$ cat config.mk
export PLATFORM = sky130hd
export DESIGN_NAME = rd_serializer
export DESIGN_NICKNAME = d
export VERILOG_FILES = /design/src/rtl/rd_serializer.sv
export SDC_FILE = /design/constraint.sdc
export NUM_CORES = 1
export LEC_CHECK = 0
export ABC_AREA = 1
export ABC_CLOCK_PERIOD_IN_PS = 3650
export BUFFER_PORTS_ARGS = -buffer_cell sky130_fd_sc_hd__buf_2
export CAP_MARGIN = 15
export CORE_MARGIN = 2
export CORE_UTILIZATION = 50
export CTS_CLUSTER_DIAMETER = 120
export CTS_CLUSTER_SIZE = 30
export DETAILED_ROUTE_END_ITERATION = 6
export PLACE_DENSITY_LB_ADDON = 0.08
export SYNTH_ARGS = -nofsm -noshare
export SYNTH_HDL_FRONTEND = slang
export SYNTH_SLANG_ARGS = --single-unit
$ cat constraint.sdc
create_clock -name Readclk -period 3.65 [get_ports Readclk]
set_input_delay 0.73 -clock Readclk [delete_from_list [all_inputs] [get_ports Readclk]]
set_output_delay 0.73 -clock Readclk [all_outputs]
set_load 0.02 [all_outputs]
$ cat src/rtl/rd_serializer.sv
// Serialises one interleaved frame read from memory port B, MSB first.
// Fetch, wait RD_LAT cycles, load the word, then shift it out under bit_ready backpressure.
module rd_serializer #(
  parameter int unsigned DATA_W = 4,
  parameter int unsigned WORDS  = 512,
  parameter int unsigned RD_LAT = 2
) (
  input  logic              Readclk,
  input  logic              reset,
  input  logic              frame_rdy,
  input  logic [DATA_W-1:0] doutb,
  input  logic              bit_ready,
  output logic              Enrd,
  output logic              bit_out,
  output logic              bit_valid,
  output logic              frame_done,
  output logic              busy
);

  localparam int unsigned CNT_W = (WORDS  > 1) ? $clog2(WORDS)  : 1;
  localparam int unsigned BIT_W = (DATA_W > 1) ? $clog2(DATA_W) : 1;
  localparam int unsigned LAT_W = $clog2(RD_LAT + 1);

  typedef enum logic [2:0] {
    IDLE,
    FETCH,
    WAIT,
    SHIFT,
    DONE
  } state_e;

  state_e              state_q, state_d;
  logic [CNT_W-1:0]    word_q,  word_d;
  logic [BIT_W-1:0]    bit_q,   bit_d;
  logic [LAT_W-1:0]    lat_q,   lat_d;
  logic [DATA_W-1:0]   sh_q,    sh_d;
  logic                enrd_q;

  always_comb begin
    state_d = state_q;
    word_d  = word_q;
    bit_d   = bit_q;
    lat_d   = lat_q;
    sh_d    = sh_q;
    case (state_q)
      IDLE: begin
        if (frame_rdy) begin
          word_d  = '0;
          bit_d   = '0;
          state_d = FETCH;
        end
      end
      FETCH: begin
        lat_d   = LAT_W'(1);
        state_d = WAIT;
      end
      // lat_q counts cycles since the FETCH cycle; doutb is valid in cycle FETCH+RD_LAT
      WAIT: begin
        if (lat_q == LAT_W'(RD_LAT)) begin
          sh_d    = doutb;
          bit_d   = '0;
          state_d = SHIFT;
        end else begin
          lat_d = lat_q + 1'b1;
        end
      end
      SHIFT: begin
        if (bit_ready) begin
          sh_d = sh_q << 1;
          if (bit_q == BIT_W'(DATA_W - 1)) begin
            bit_d = '0;
            if (word_q == CNT_W'(WORDS - 1)) begin
              state_d = DONE;
            end else begin
              word_d  = word_q + 1'b1;
              state_d = FETCH;
            end
          end else begin
            bit_d = bit_q + 1'b1;
          end
        end
      end
      DONE:    state_d = IDLE;
      default: state_d = IDLE;
    endcase
  end

  always_ff @(posedge Readclk) begin
    if (reset) begin
      state_q <= IDLE;
      word_q  <= '0;
      bit_q   <= '0;
      lat_q   <= '0;
      sh_q    <= '0;
      enrd_q  <= 1'b0;
    end else begin
      state_q <= state_d;
      word_q  <= word_d;
      bit_q   <= bit_d;
      lat_q   <= lat_d;
      sh_q    <= sh_d;
      enrd_q  <= (state_d == FETCH);
    end
  end

  assign Enrd       = enrd_q;
  assign bit_out    = sh_q[DATA_W-1];
  assign bit_valid  = (state_q == SHIFT);
  assign frame_done = (state_q == DONE);
  assign busy       = (state_q != IDLE);

endmodule

==> metrics.txt <==
clock skew=0.00434 ns; CTS Sinks=21; largest net degree at the start of global routing=14; leakage power=0.000577 uW; GPL Wtd Cong=0.786; buffer and inverter count on the worst path=1; initial antenna violation count=0; type of the tightest min-delay check=flop to flop; gr ovfl total=0; hold_sp=sh_q[0]$_SDFFE_PP0P_; via count=1090; placed cells=212; max incr delay on CP=0.47 ns; cells along the critical path=nand2_2, nor2_4, buf_2; fill count=226; Slew @ Worst Pin=0.499 ns; Worst VDD drop=0.222 mV; port bufs=12; Worst Hold End=sh_q[0]$_SDFFE_PP0P_; number of H-tree levels=1; GR peak layer=met2; Yosys warnings=0; Max-Cap Viols=0; CP Class=flop to primary output; Cells after Synth=176; post-route insts no fill=216; CTS max path bufs=2; critical path required time=2.92 ns; RR Startpoint=word_q[0]$_SDFFE_PP0P_; reg2reg path depth=14; Startpoint Class=flop; RSZ-0062 raised after global routing=false; average size of a mapped cell=6.51 um2; most frequent cells in the layout=47 x nand2_1, 29 x nor2_1, 21 x dfxtp_1, 18 x inv_1, 18 x nand3_1; Worst-path clk slew=0.12 ns; multi-input combinational cell area=623 um2; Crit. End Element=primary output; global-route wire length before repair=4260 um; pre-CTS WS=1.80 ns; #FFs+latches synth=21; die width=51.9 um; final net count=201; P per Cell Area=356 mW/mm2; post-DP HPWL=1730 um; Synth Cell Area=0.00115 mm2; Num CTS Buffers=3; met1 usage=27.8%; met3 Usage GRT=3.45%; commonest non-fill, non-tap cell in the layout=nand2_1; slowest CP cell=dfxtp_1; later-pin clock latency in the skew report=0.30 ns; worst reg-to-reg setup slack=1.80 ns; proportion of layout cells with a drive suffix above 1=13.3%; largest delay contributor family on the critical path=flip-flops; CTS tree=done; crit path DAT=1.38 ns; die area=0.00269 mm2; n_diodes=0; fin crit share=57.9%; drt wl/cell=10.7 um; Worst Path Max Fanout=13; Vias/cell=5.05; Max-Slew Margin vs Limit=66.6%; FF/Latch Area=420 um2; FF-to-FF End=word_q[7]$_SDFFE_PP0P_; First-pass DRT Iterations=4; final setup violation count=0; drt first-iter violations=25; register area share after synthesis=36.7%; root buffer cell=clkbuf_4; DRC errors left=0; routed wire length=2310 um; vias in the first global route=975; Final min period=2.11 ns; FP Rows=17; CTS resizes=0; area grow syn2layout=8.30%; ANT nets after route=0; Max Fclk=473 MHz; status=finished, final reports clean; Final Hold Viols=0; number of setup buffers added after CTS=0; io pins=13; Total GRT Usage=21.0%; Die H=51.9 um; PnR worst setup slack=1.54 ns; hold depth=2; hold buffers post-CTS=0; GR Util met2=34.6%; syn_nets=188; max-slew violations=0; post-route setup TNS=0 ns; Core Area=0.00219 mm2; Distinct cells, synth=23; Initial Utilization=52.3%
## where the power goes
| group | internal, uW | switching (uW) |
|---|---|---|
| clock network | 40.8 | 72.3 |
| registers | 241 | 8.16 |
| logic | 25.8 | 54.3 |
## worst min-delay path: stages, from the launching register on
cell	delay (ns)
dfxtp_1	0.33
nand2_1	0.06
a21oi_1	0.06
## Yosys cell counts
cell	n	area share (%)
ha_1	4	4.4
clkbuf_1	1	0.33
nand3_2	1	0.87
nand3_1	18	7.9
nor2_4	2	2.0
inv_2	2	0.66
o21ai_2	1	0.76
nand3b_1	1	0.66
buf_4	1	0.66
buf_2	1	0.44
buf_6	1	0.98
dfxtp_1	21	37
o21ai_0	10	4.4
nand2_1	47	15
a21oi_1	8	3.5
nor2_2	1	0.55
inv_1	18	5.9
nor3_1	4	1.7
o21ai_1	1	0.44
nor2_1	29	9.5
nand2_2	2	1.1
xor2_1	1	0.76
nor4_1	1	0.55
## sequential cells by signal, summed over array words and instances (netlist names)
signal and flops:
Enrd 1, bit_q 2, lat_q 2, sh_q 4
state_q 3, word_q 9
## area by class of cell
cell class	count	area share, %
repair buffers	12	4.84
well taps	28	2.82
flip-flops and latches	21	33.9
inverters	20	6.05
clock inverters	1	0.403
clock buffers	3	1.81
multi-input cells	131	50.2
## routing by layer
layer / vias to the layer above / part of all wire, %
li1: 580 / -
met1: 494 / 52
met2: 14 / 45
met3: 2 / 2.2
met4: 0 / 0.74
met5: - / 0
## cell families (layout without fill, tap and decap cells)
kind of cell	Yosys count	after routing	share of synthesized area (%)
AOI/OAI and AO/OA	20	20	9.06
xor gates and xnor gates	1	1	0.764
adders and majority gates	4	4	4.37
buffers and inverters	24	36	8.95
DFF	21	21	36.7
and+or+nand+nor	106	106	40.2
## stage by stage
stage | utilization, % | hold WS [ns] | instance area, um2 | total power, uW
6_report | 56.7 | 0.475 | 1240 | 442
5_1_grt | 56.7 | 0.487 | 1240 | 471
4_1_cts | 56.7 | 0.479 | 1240 | 446
3_5_place_dp | 55.4 | 0.462 | 1210 | 334
3_3_place_gp | 55.4 | 0.457 | 1210 | 331
2_1_floorplan | - | 0.443 | 1150 | 317
## worst max-delay path by stage
stage	start	to	slack, ns	cells past startpoint
final	state_q[0]$_SDFF_PP0_	bit_valid	1.54	3
after global routing	state_q[0]$_SDFF_PP0_	bit_valid	1.43	3
after CTS	state_q[1]$_SDFF_PP0_	bit_valid	1.53	3
after detailed placement	word_q[0]$_SDFFE_PP0P_	word_q[5]$_SDFFE_PP0P_	1.80	14
after global placement	word_q[0]$_SDFFE_PP0P_	word_q[7]$_SDFFE_PP0P_	1.85	14
after floorplan	word_q[0]$_SDFFE_PP0P_	word_q[7]$_SDFFE_PP0P_	1.97	15
No activity file was read; power rests on OpenSTA's default activity.
